<file path="src/rtl/ntt_core_wmm_dispatch_rotate_wr_pcg_ctrl_pkg.sv">
// Shared constants for the PCG write dispatch-rotate controller.
// Latency: n/a (package).
// Backpressure: n/a (package).
package ntt_core_wmm_dispatch_rotate_wr_pcg_ctrl_pkg;

  // FSM encoding, kept as plain constants for compatibility with older tools
  localparam logic [0:0] ST_IDLE = 1'b0;
  localparam logic [0:0] ST_RUN  = 1'b1;

  // Rotate datapath depth S0->S3; the write pipe must match it exactly
  function automatic int get_latency();
    return 3;
  endfunction

  localparam int ROT_LAT = get_latency();

  // Register width for a field counting 0..n-1, never narrower than one bit
  function automatic int fld_w(input int n);
    return (n > 1) ? $clog2(n) : 1;
  endfunction

  // Default geometry and the address fields derived from it
  localparam int DEF_CHUNK_NB     = 64;
  localparam int DEF_BATCH_PBS_NB = 8;
  localparam int DEF_ROT_NB       = 16;
  localparam int DEF_BUF_DEPTH    = 2;
  localparam int DEF_BID_W        = 4;

  localparam int DEF_CHUNK_W = $clog2(DEF_CHUNK_NB);
  localparam int DEF_PBS_W   = fld_w(DEF_BATCH_PBS_NB);
  localparam int DEF_SLOT_W  = fld_w(DEF_BUF_DEPTH);
  localparam int DEF_ADDR_W  = $clog2(DEF_BUF_DEPTH * DEF_BATCH_PBS_NB * DEF_CHUNK_NB);

endpackage

</file>
<file path="src/rtl/ntt_core_wmm_dispatch_rotate_wr_pcg_ctrl_dly.sv">
// Fixed-depth valid+payload shift pipe, cleared asynchronously.
// Latency: DEPTH cycles from in_vld to out_vld.
// Backpressure: none; advances every cycle, reset drops everything in flight.
module ntt_core_wmm_dispatch_rotate_wr_pcg_ctrl_dly
  import ntt_core_wmm_dispatch_rotate_wr_pcg_ctrl_pkg::*;
#(
  parameter int DEPTH = ROT_LAT,
  parameter int W     = 8
) (
  input  logic         clk,
  input  logic         a_rst_n,
  input  logic         in_vld,
  input  logic [W-1:0] in_dat,
  output logic         out_vld,
  output logic [W-1:0] out_dat,
  output logic         any_vld
);

  logic [DEPTH-1:0] vld_q;
  logic [W-1:0]     dat_q [DEPTH];

  // Shift valid and payload one stage per cycle
  always_ff @(posedge clk or negedge a_rst_n) begin
    if (!a_rst_n) begin
      vld_q <= '0;
      for (int i = 0; i < DEPTH; i++) dat_q[i] <= '0;
    end else begin
      vld_q[0] <= in_vld;
      dat_q[0] <= in_dat;
      for (int i = 1; i < DEPTH; i++) begin
        vld_q[i] <= vld_q[i-1];
        dat_q[i] <= dat_q[i-1];
      end
    end
  end

  assign out_vld = vld_q[DEPTH-1];
  assign out_dat = dat_q[DEPTH-1];
  assign any_vld = |vld_q;

endmodule

</file>
<file path="src/rtl/ntt_core_wmm_dispatch_rotate_wr_pcg_ctrl.sv">
// Sequences one batch at a time: rotation command per beat, RAM write LAT cycles later.
// Latency: rot_* combinational on the accepted beat; wr_* exactly LAT cycles after it.
// Backpressure: cmd_rdy needs IDLE and a free buffer credit; in_rdy is high only in RUN.
module ntt_core_wmm_dispatch_rotate_wr_pcg_ctrl
  import ntt_core_wmm_dispatch_rotate_wr_pcg_ctrl_pkg::*;
#(
  parameter int CHUNK_NB     = DEF_CHUNK_NB,
  parameter int BATCH_PBS_NB = DEF_BATCH_PBS_NB,
  parameter int ROT_NB       = DEF_ROT_NB,
  parameter int BUF_DEPTH    = DEF_BUF_DEPTH,
  parameter int LAT          = ROT_LAT,
  parameter int BID_W        = DEF_BID_W
) (
  input  logic                                               clk,
  input  logic                                               a_rst_n,
  input  logic                                               cmd_vld,
  output logic                                               cmd_rdy,
  input  logic [BID_W-1:0]                                   cmd_bid,
  input  logic [$clog2(BATCH_PBS_NB):0]                      cmd_pbs_nb,
  input  logic                                               in_vld,
  output logic                                               in_rdy,
  output logic                                               rot_avail,
  output logic [$clog2(ROT_NB)-1:0]                          rot_factor,
  output logic                                               rot_sob,
  output logic                                               rot_eob,
  output logic                                               wr_en,
  output logic [$clog2(BUF_DEPTH*BATCH_PBS_NB*CHUNK_NB)-1:0] wr_add,
  output logic [BID_W-1:0]                                   wr_bid,
  input  logic                                               credit_ret,
  output logic                                               busy,
  output logic                                               err_ovf
);

  localparam int CHUNK_W = $clog2(CHUNK_NB);
  localparam int PBS_SH  = $clog2(BATCH_PBS_NB);
  localparam int PBS_W   = fld_w(BATCH_PBS_NB);
  localparam int SLOT_W  = fld_w(BUF_DEPTH);
  localparam int PNB_W   = $clog2(BATCH_PBS_NB) + 1;
  localparam int ROT_W   = $clog2(ROT_NB);
  localparam int ADDR_W  = $clog2(BUF_DEPTH * BATCH_PBS_NB * CHUNK_NB);
  localparam int CRED_W  = $clog2(BUF_DEPTH + 1);
  localparam int PAY_W   = ADDR_W + BID_W;

  logic [0:0]         state_q;
  logic [BID_W-1:0]   bid_q;
  logic [PNB_W-1:0]   pnb_q;
  logic [CHUNK_W-1:0] chunk_q;
  logic [PBS_W-1:0]   pbs_q;
  logic [SLOT_W-1:0]  slot_q;
  logic [CRED_W-1:0]  credit_q;
  logic               err_q;

  logic               cmd_acc;
  logic               beat_acc;
  logic               last_chunk;
  logic               last_beat;
  logic [CHUNK_W:0]   rot_sum;
  logic [ADDR_W-1:0]  beat_add;
  logic               dly_vld;
  logic [PAY_W-1:0]   dly_dat;
  logic               dly_any;

  assign cmd_rdy    = (state_q == ST_IDLE) && (credit_q != '0);
  assign cmd_acc    = cmd_vld && cmd_rdy;
  assign in_rdy     = (state_q == ST_RUN);
  assign beat_acc   = in_vld && in_rdy;
  assign last_chunk = (chunk_q == CHUNK_W'(CHUNK_NB - 1));
  assign last_beat  = last_chunk && (PNB_W'(pbs_q) == (pnb_q - PNB_W'(1)));

  // Rotation amount wraps on ROT_NB; only the low bits of chunk+pbs matter
  assign rot_sum    = {1'b0, chunk_q} + (CHUNK_W+1)'(pbs_q);
  assign rot_avail  = beat_acc;
  assign rot_factor = beat_acc ? rot_sum[ROT_W-1:0] : '0;
  assign rot_sob    = beat_acc && (chunk_q == '0) && (pbs_q == '0);
  assign rot_eob    = beat_acc && last_beat;

  // Buffer address is {slot, pbs, chunk}; the slot field vanishes when BUF_DEPTH is 1
  assign beat_add = (ADDR_W'(slot_q) << (PBS_SH + CHUNK_W))
                  | (ADDR_W'(pbs_q) << CHUNK_W)
                  | ADDR_W'(chunk_q);

  // Batch FSM and beat counters; a new command is only seen from IDLE, giving one idle cycle after each batch
  always_ff @(posedge clk or negedge a_rst_n) begin
    if (!a_rst_n) begin
      state_q <= ST_IDLE;
      bid_q   <= '0;
      pnb_q   <= '0;
      chunk_q <= '0;
      pbs_q   <= '0;
      slot_q  <= '0;
    end else if (cmd_acc) begin
      state_q <= ST_RUN;
      bid_q   <= cmd_bid;
      pnb_q   <= cmd_pbs_nb;
      chunk_q <= '0;
      pbs_q   <= '0;
    end else if (beat_acc) begin
      if (last_chunk) begin
        chunk_q <= '0;
        pbs_q   <= pbs_q + 1'b1;
      end else begin
        chunk_q <= chunk_q + 1'b1;
      end
      if (last_beat) begin
        state_q <= ST_IDLE;
        slot_q  <= (slot_q == SLOT_W'(BUF_DEPTH - 1)) ? '0 : slot_q + 1'b1;
      end
    end
  end

  // Credit pool: take one per command, give one back per return; an excess return is flagged and dropped
  always_ff @(posedge clk or negedge a_rst_n) begin
    if (!a_rst_n) begin
      credit_q <= CRED_W'(BUF_DEPTH);
      err_q    <= 1'b0;
    end else if (credit_ret && !cmd_acc) begin
      if (credit_q == CRED_W'(BUF_DEPTH)) err_q <= 1'b1;
      else                                credit_q <= credit_q + 1'b1;
    end else if (cmd_acc && !credit_ret) begin
      credit_q <= credit_q - 1'b1;
    end
  end

  ntt_core_wmm_dispatch_rotate_wr_pcg_ctrl_dly #(
    .DEPTH (LAT),
    .W     (PAY_W)
  ) u_dly (
    .clk     (clk),
    .a_rst_n (a_rst_n),
    .in_vld  (beat_acc),
    .in_dat  ({bid_q, beat_add}),
    .out_vld (dly_vld),
    .out_dat (dly_dat),
    .any_vld (dly_any)
  );

  // Address and bid are held at zero outside write cycles
  assign wr_en   = dly_vld;
  assign wr_add  = dly_vld ? dly_dat[ADDR_W-1:0] : '0;
  assign wr_bid  = dly_vld ? dly_dat[PAY_W-1:ADDR_W] : '0;

  assign busy    = (state_q != ST_IDLE) || dly_any;
  assign err_ovf = err_q;

endmodule

</file>
<file path="config.mk">
export PLATFORM = sky130hd
export DESIGN_NAME = ntt_core_wmm_dispatch_rotate_wr_pcg_ctrl
export DESIGN_NICKNAME = d
export VERILOG_FILES = /design/src/rtl/ntt_core_wmm_dispatch_rotate_wr_pcg_ctrl_pkg.sv /design/src/rtl/ntt_core_wmm_dispatch_rotate_wr_pcg_ctrl_dly.sv /design/src/rtl/ntt_core_wmm_dispatch_rotate_wr_pcg_ctrl.sv
export SDC_FILE = /design/constraint.sdc
export NUM_CORES = 1
export LEC_CHECK = 0
export CELL_PAD_IN_SITES_DETAIL_PLACEMENT = 1
export CELL_PAD_IN_SITES_GLOBAL_PLACEMENT = 1
export CORE_ASPECT_RATIO = 1.1
export CORE_UTILIZATION = 40
export CTS_BUF_LIST = sky130_fd_sc_hd__clkbuf_4 sky130_fd_sc_hd__clkbuf_8
export CTS_CLUSTER_SIZE = 14
export DETAILED_ROUTE_END_ITERATION = 16
export PLACE_DENSITY_LB_ADDON = 0.1
export SLEW_MARGIN = 20
export SYNTH_ARGS = -nofsm -noshare
export SYNTH_HDL_FRONTEND = slang
export SYNTH_SLANG_ARGS = --single-unit
</file>
<file path="constraint.sdc">
create_clock -name clk -period 1.7 [get_ports clk]
set_clock_uncertainty 0.05 [all_clocks]
set_input_delay 0.34 -clock clk [delete_from_list [all_inputs] [get_ports clk]]
set_output_delay 0.34 -clock clk [all_outputs]
set_load 0.03 [all_outputs]
</file>
==> impl_metrics.prom <==
# TYPE chip_impl_metric gauge
chip_impl_metric{name="worst_setup_slack_final",unit="ns"} -0.5005
chip_impl_metric{name="post_route_cells_drive_above_1_share",unit="%"} 41.28
chip_impl_info{name="hold_path.startpoint",value="u_dly.dat_q[26]"} 1
chip_impl_info{name="rsz0062_at_grt",value="true"} 1
chip_impl_info{name="failed_checks",value="setup timing"} 1
chip_impl_metric{name="die_x",unit="um"} 78.22
chip_impl_metric{name="met3_length",unit="um"} 163
chip_impl_metric{name="via_per_inst",unit=""} 4.812
chip_impl_info{name="final_common_cell",value="sky130_fd_sc_hd__dfrtp_1"} 1
chip_impl_metric{name="min_delay_path_depth",unit=""} 0
chip_impl_metric{name="syn_nets",unit=""} 218
chip_impl_metric{name="clock-sinks",unit=""} 67
chip_impl_metric{name="rows",unit=""} 30
chip_impl_metric{name="final.min_clock_period",unit="ns"} 2.201
chip_impl_metric{name="place.gp.congestion",unit=""} 0.8294
chip_impl_metric{name="fin_area",unit="um2"} 3656
chip_impl_info{name="synth_top_area_cell",value="sky130_fd_sc_hd__dfrtp_1"} 1
chip_impl_info{name="synth_top_flop_cell",value="sky130_fd_sc_hd__dfrtp_1"} 1
chip_impl_metric{name="postRouteAntennaNets",unit=""} 0
chip_impl_info{name="path_class",value="flip-flop to output pin"} 1
chip_impl_metric{name="final_nets",unit=""} 299
chip_impl_metric{name="avgSynthCellArea",unit="um2"} 13.04
chip_impl_metric{name="detail_route.first_pass.iterations",unit=""} 4
chip_impl_metric{name="cts.reportedPaths.clkPinSlew",unit="ns"} 0.07
chip_impl_info{name="worst_setup_path_start_kind",value="flip-flop"} 1
chip_impl_info{name="clockRootBuffer",value="sky130_fd_sc_hd__clkbuf_8"} 1
chip_impl_metric{name="post_synth_num_cell_types",unit=""} 40
chip_impl_metric{name="worstSkewPairLatency",unit="ns"} 0.35
chip_impl_metric{name="met1_length",unit="um"} 2322
chip_impl_metric{name="yosysSeqAreaShare",unit="%"} 65.64
chip_impl_metric{name="setup.reg_to_reg.worst_slack",unit="ns"} -0.04
chip_impl_metric{name="p_per_area",unit="nW/um2"} 1570
chip_impl_metric{name="fin_util",unit="%"} 59.39
chip_impl_metric{name="power.total",unit="mW"} 5.741
chip_impl_metric{name="layout_worst_path_cycle_share",unit="%"} 129.4
chip_impl_metric{name="cp_max_fo",unit=""} 4
chip_impl_info{name="ys_top_cells_by_area",value="sky130_fd_sc_hd__dfrtp_1 (65%), sky130_fd_sc_hd__ha_1 (3.9%), sky130_fd_sc_hd__nand2_1 (3.8%)"} 1
chip_impl_metric{name="max-clock-path-buffers",unit=""} 2
chip_impl_metric{name="ir_worst_vdd",unit="mV"} 0.5926
chip_impl_metric{name="globalRouteTotalUtil",unit="%"} 18.71
chip_impl_metric{name="rr_worst_depth",unit=""} 8
chip_impl_info{name="hold-path-endpoint",value="u_dly.out_dat[12]"} 1
chip_impl_metric{name="synth.yosys.warnings",unit=""} 0
chip_impl_info{name="top_layer",value="met4"} 1
chip_impl_metric{name="slew_headroom",unit="%"} 76.27
chip_impl_metric{name="place_area",unit="um2"} 3188
chip_impl_metric{name="num_io_pins",unit=""} 39
chip_impl_info{name="r2r_end",value="slot_q"} 1
chip_impl_metric{name="design.die.area",unit="um2"} 6714
chip_impl_metric{name="initial_utilization",unit="%"} 41.52
chip_impl_metric{name="buffer_ports.inserted",unit=""} 38
chip_impl_metric{name="max_fclk",unit="MHz"} 454.4
chip_impl_info{name="regToRegStartpoint",value="pnb_q[1]"} 1
chip_impl_metric{name="async_flop_share",unit="%"} 100.0
chip_impl_metric{name="maxCapViolations",unit=""} 0
chip_impl_metric{name="grt_antenna_before_repair",unit=""} 0
chip_impl_metric{name="number_of_synthesized_flops_with_an_enable_pin",unit=""} 0
chip_impl_metric{name="slew_of_the_pin_with_the_lowest_slew_margin",unit="ns"} 0.3560
chip_impl_metric{name="remaining_drc_errors",unit=""} 0
chip_impl_metric{name="power.static_leakage",unit="nW"} 1.737
chip_impl_metric{name="syn_to_final_growth",unit="%"} 43.03
chip_impl_info{name="critical_path_capture_point_type",value="output pin"} 1
chip_impl_metric{name="required",unit="ns"} 1.31
chip_impl_metric{name="first_global_vias",unit=""} 1934
chip_impl_metric{name="synthesis.area",unit="um2"} 2556
chip_impl_metric{name="num-fill-cells",unit=""} 639
chip_impl_metric{name="drt_iter0_drc",unit=""} 63
chip_impl_metric{name="yosysTopAreaCellShare",unit="%"} 64.61
chip_impl_metric{name="largest_net_degree_at_the_start_of_global_routing",unit=""} 68
chip_impl_metric{name="cts-buffers-inserted",unit=""} 9
chip_impl_info{name="layout_common_cells",value="sky130_fd_sc_hd__dfrtp_1 (61), sky130_fd_sc_hd__buf_4 (30), sky130_fd_sc_hd__nand2_1 (26), sky130_fd_sc_hd__buf_6 (26), sky130_fd_sc_hd__and2_1 (12)"} 1
chip_impl_metric{name="met2_wirelength",unit="um"} 2916
chip_impl_metric{name="setup-tns-final",unit="ns"} -2.586
chip_impl_metric{name="wire_per_inst",unit="um"} 15.31
chip_impl_metric{name="die_height",unit="um"} 85.84
chip_impl_metric{name="antennaDiodeCount",unit=""} 0
chip_impl_metric{name="timing_max_transition_violations_final",unit=""} 0
chip_impl_metric{name="core_region_area",unit="um2"} 6156
chip_impl_metric{name="synth-seq-cells",unit=""} 67
chip_impl_metric{name="synthesis.instances",unit=""} 196
chip_impl_metric{name="wl",unit="um"} 5528
chip_impl_info{name="hold_class",value="flip-flop to flip-flop"} 1
chip_impl_metric{name="final_hold_viol_count",unit=""} 0
chip_impl_metric{name="number_of_levels_the_h_tree_was_split_into",unit=""} 3
chip_impl_metric{name="worst_hold_slack",unit="ns"} 0.2976
chip_impl_info{name="run_status",value="finished, violations left"} 1
chip_impl_metric{name="global_route_wire_length_before_repair",unit="um"} 9246
chip_impl_metric{name="via_count",unit=""} 1737
chip_impl_metric{name="overflow",unit=""} 0
chip_impl_metric{name="detailed_place_hpwl",unit="um"} 3817
chip_impl_info{name="cts_tree",value="done"} 1
chip_impl_metric{name="finalSetupViolations",unit=""} 10
chip_impl_metric{name="critical_path_arrival",unit="ns"} 1.81
==> cells in the mapped netlist, types with 2 or more instances <==
cell type	number
sky130_fd_sc_hd__xor2_1	6
sky130_fd_sc_hd__nand2_1	26
sky130_fd_sc_hd__and2_1	14
sky130_fd_sc_hd__or3_1	2
sky130_fd_sc_hd__nor4_1	3
sky130_fd_sc_hd__dfrtp_1	66
sky130_fd_sc_hd__nor2_1	9
sky130_fd_sc_hd__nand4_1	2
sky130_fd_sc_hd__xnor2_1	6
sky130_fd_sc_hd__buf_12	2
sky130_fd_sc_hd__and3_2	2
sky130_fd_sc_hd__ha_1	8
sky130_fd_sc_hd__inv_1	9
sky130_fd_sc_hd__a21oi_1	5
sky130_fd_sc_hd__o21a_1	3
sky130_fd_sc_hd__mux2i_1	2
sky130_fd_sc_hd__nand3_1	4
sky130_fd_sc_hd__o21ai_0	5
==> worst max-delay path: stages, from the launching register on <==
cell and delay (ns):
sky130_fd_sc_hd__dfrtp_2 0.46, sky130_fd_sc_hd__buf_4 0.16, sky130_fd_sc_hd__fa_2 0.56, sky130_fd_sc_hd__and3_4 0.17
sky130_fd_sc_hd__buf_6 0.12
==> state kept, by name (all words and copies together), names as in the netlist <==
signal / count
credit_q: 2
u_dly.out_dat: 14
pbs_q: 3
in_rdy: 1
chunk_q: 6
slot_q: 1
bid_q: 4
u_dly.vld_q: 3
u_dly.dat_q: 28
err_ovf: 1
pnb_q: 4
==> power breakdown <==
group | switching [mW] | total [mW] | internal [mW] | leakage (nW)
logic | 1.08 | 2.09 | 1.01 | 0.785
clock network | 0.575 | 1.30 | 0.725 | 0.0988
registers | 0.262 | 2.35 | 2.09 | 0.853
==> metal layers <==
metal	vias to the layer above	GRT usage (%)
met5	-	0
met4	0	10.10
met3	10	3.936
met2	34	32.06
met1	892	22.03
li1	801	-
==> layout make-up <==
type / instances / area [um2] / area share (%)
repair buffers: 75 / 724.4 / 19.82
inverters: 10 / 45.04 / 1.232
well taps: 80 / 100.1 / 2.738
clock inverters: 4 / 51.30 / 1.403
clock buffers: 11 / 145.1 / 3.970
flip-flops and latches: 67 / 1684 / 46.06
multi-input cells: 114 / 905.9 / 24.78
==> cells by family after synthesis <==
kind of cell | synth area share [%]
and+or+nand+nor | 14.44
DFF | 65.64
AOI/OAI and AO/OA | 5.482
buffers and inverters | 4.405
xor gates and xnor gates | 4.112
adders and majority gates | 4.699
muxes | 1.224
==> through the flow <==
stage	setup WS (ns)	instances
2_1_floorplan	-0.08867	196
3_3_place_gp	-0.4151	335
3_5_place_dp	-0.4594	335
4_1_cts	-0.5131	354
5_1_grt	-0.5462	361
6_report	-0.5005	361
==> what timing repair did <==
item	4_1_cts	5_1_grt
setup buffers	3	7
pin swaps	9	3
endpoints found under the hold margin	66	0
gates cloned	0	0
hold buffers	1	0
endpoints found under the setup margin	13	15
resized for setup	24	38
==> worst max-delay path by stage <==
stage,from,end,slack (ns),cells past startpoint
after floorplan,chunk_q[1],rot_factor[3],-0.09,5
after global placement,in_vld,rot_sob,-0.42,6
after detailed placement,in_vld,rot_sob,-0.46,6
after CTS,chunk_q[0],rot_factor[1],-0.51,4
after global routing,chunk_q[0],rot_factor[1],-0.55,4
final,chunk_q[1],rot_factor[1],-0.50,4
No activity file was read; power rests on OpenSTA's default activity.
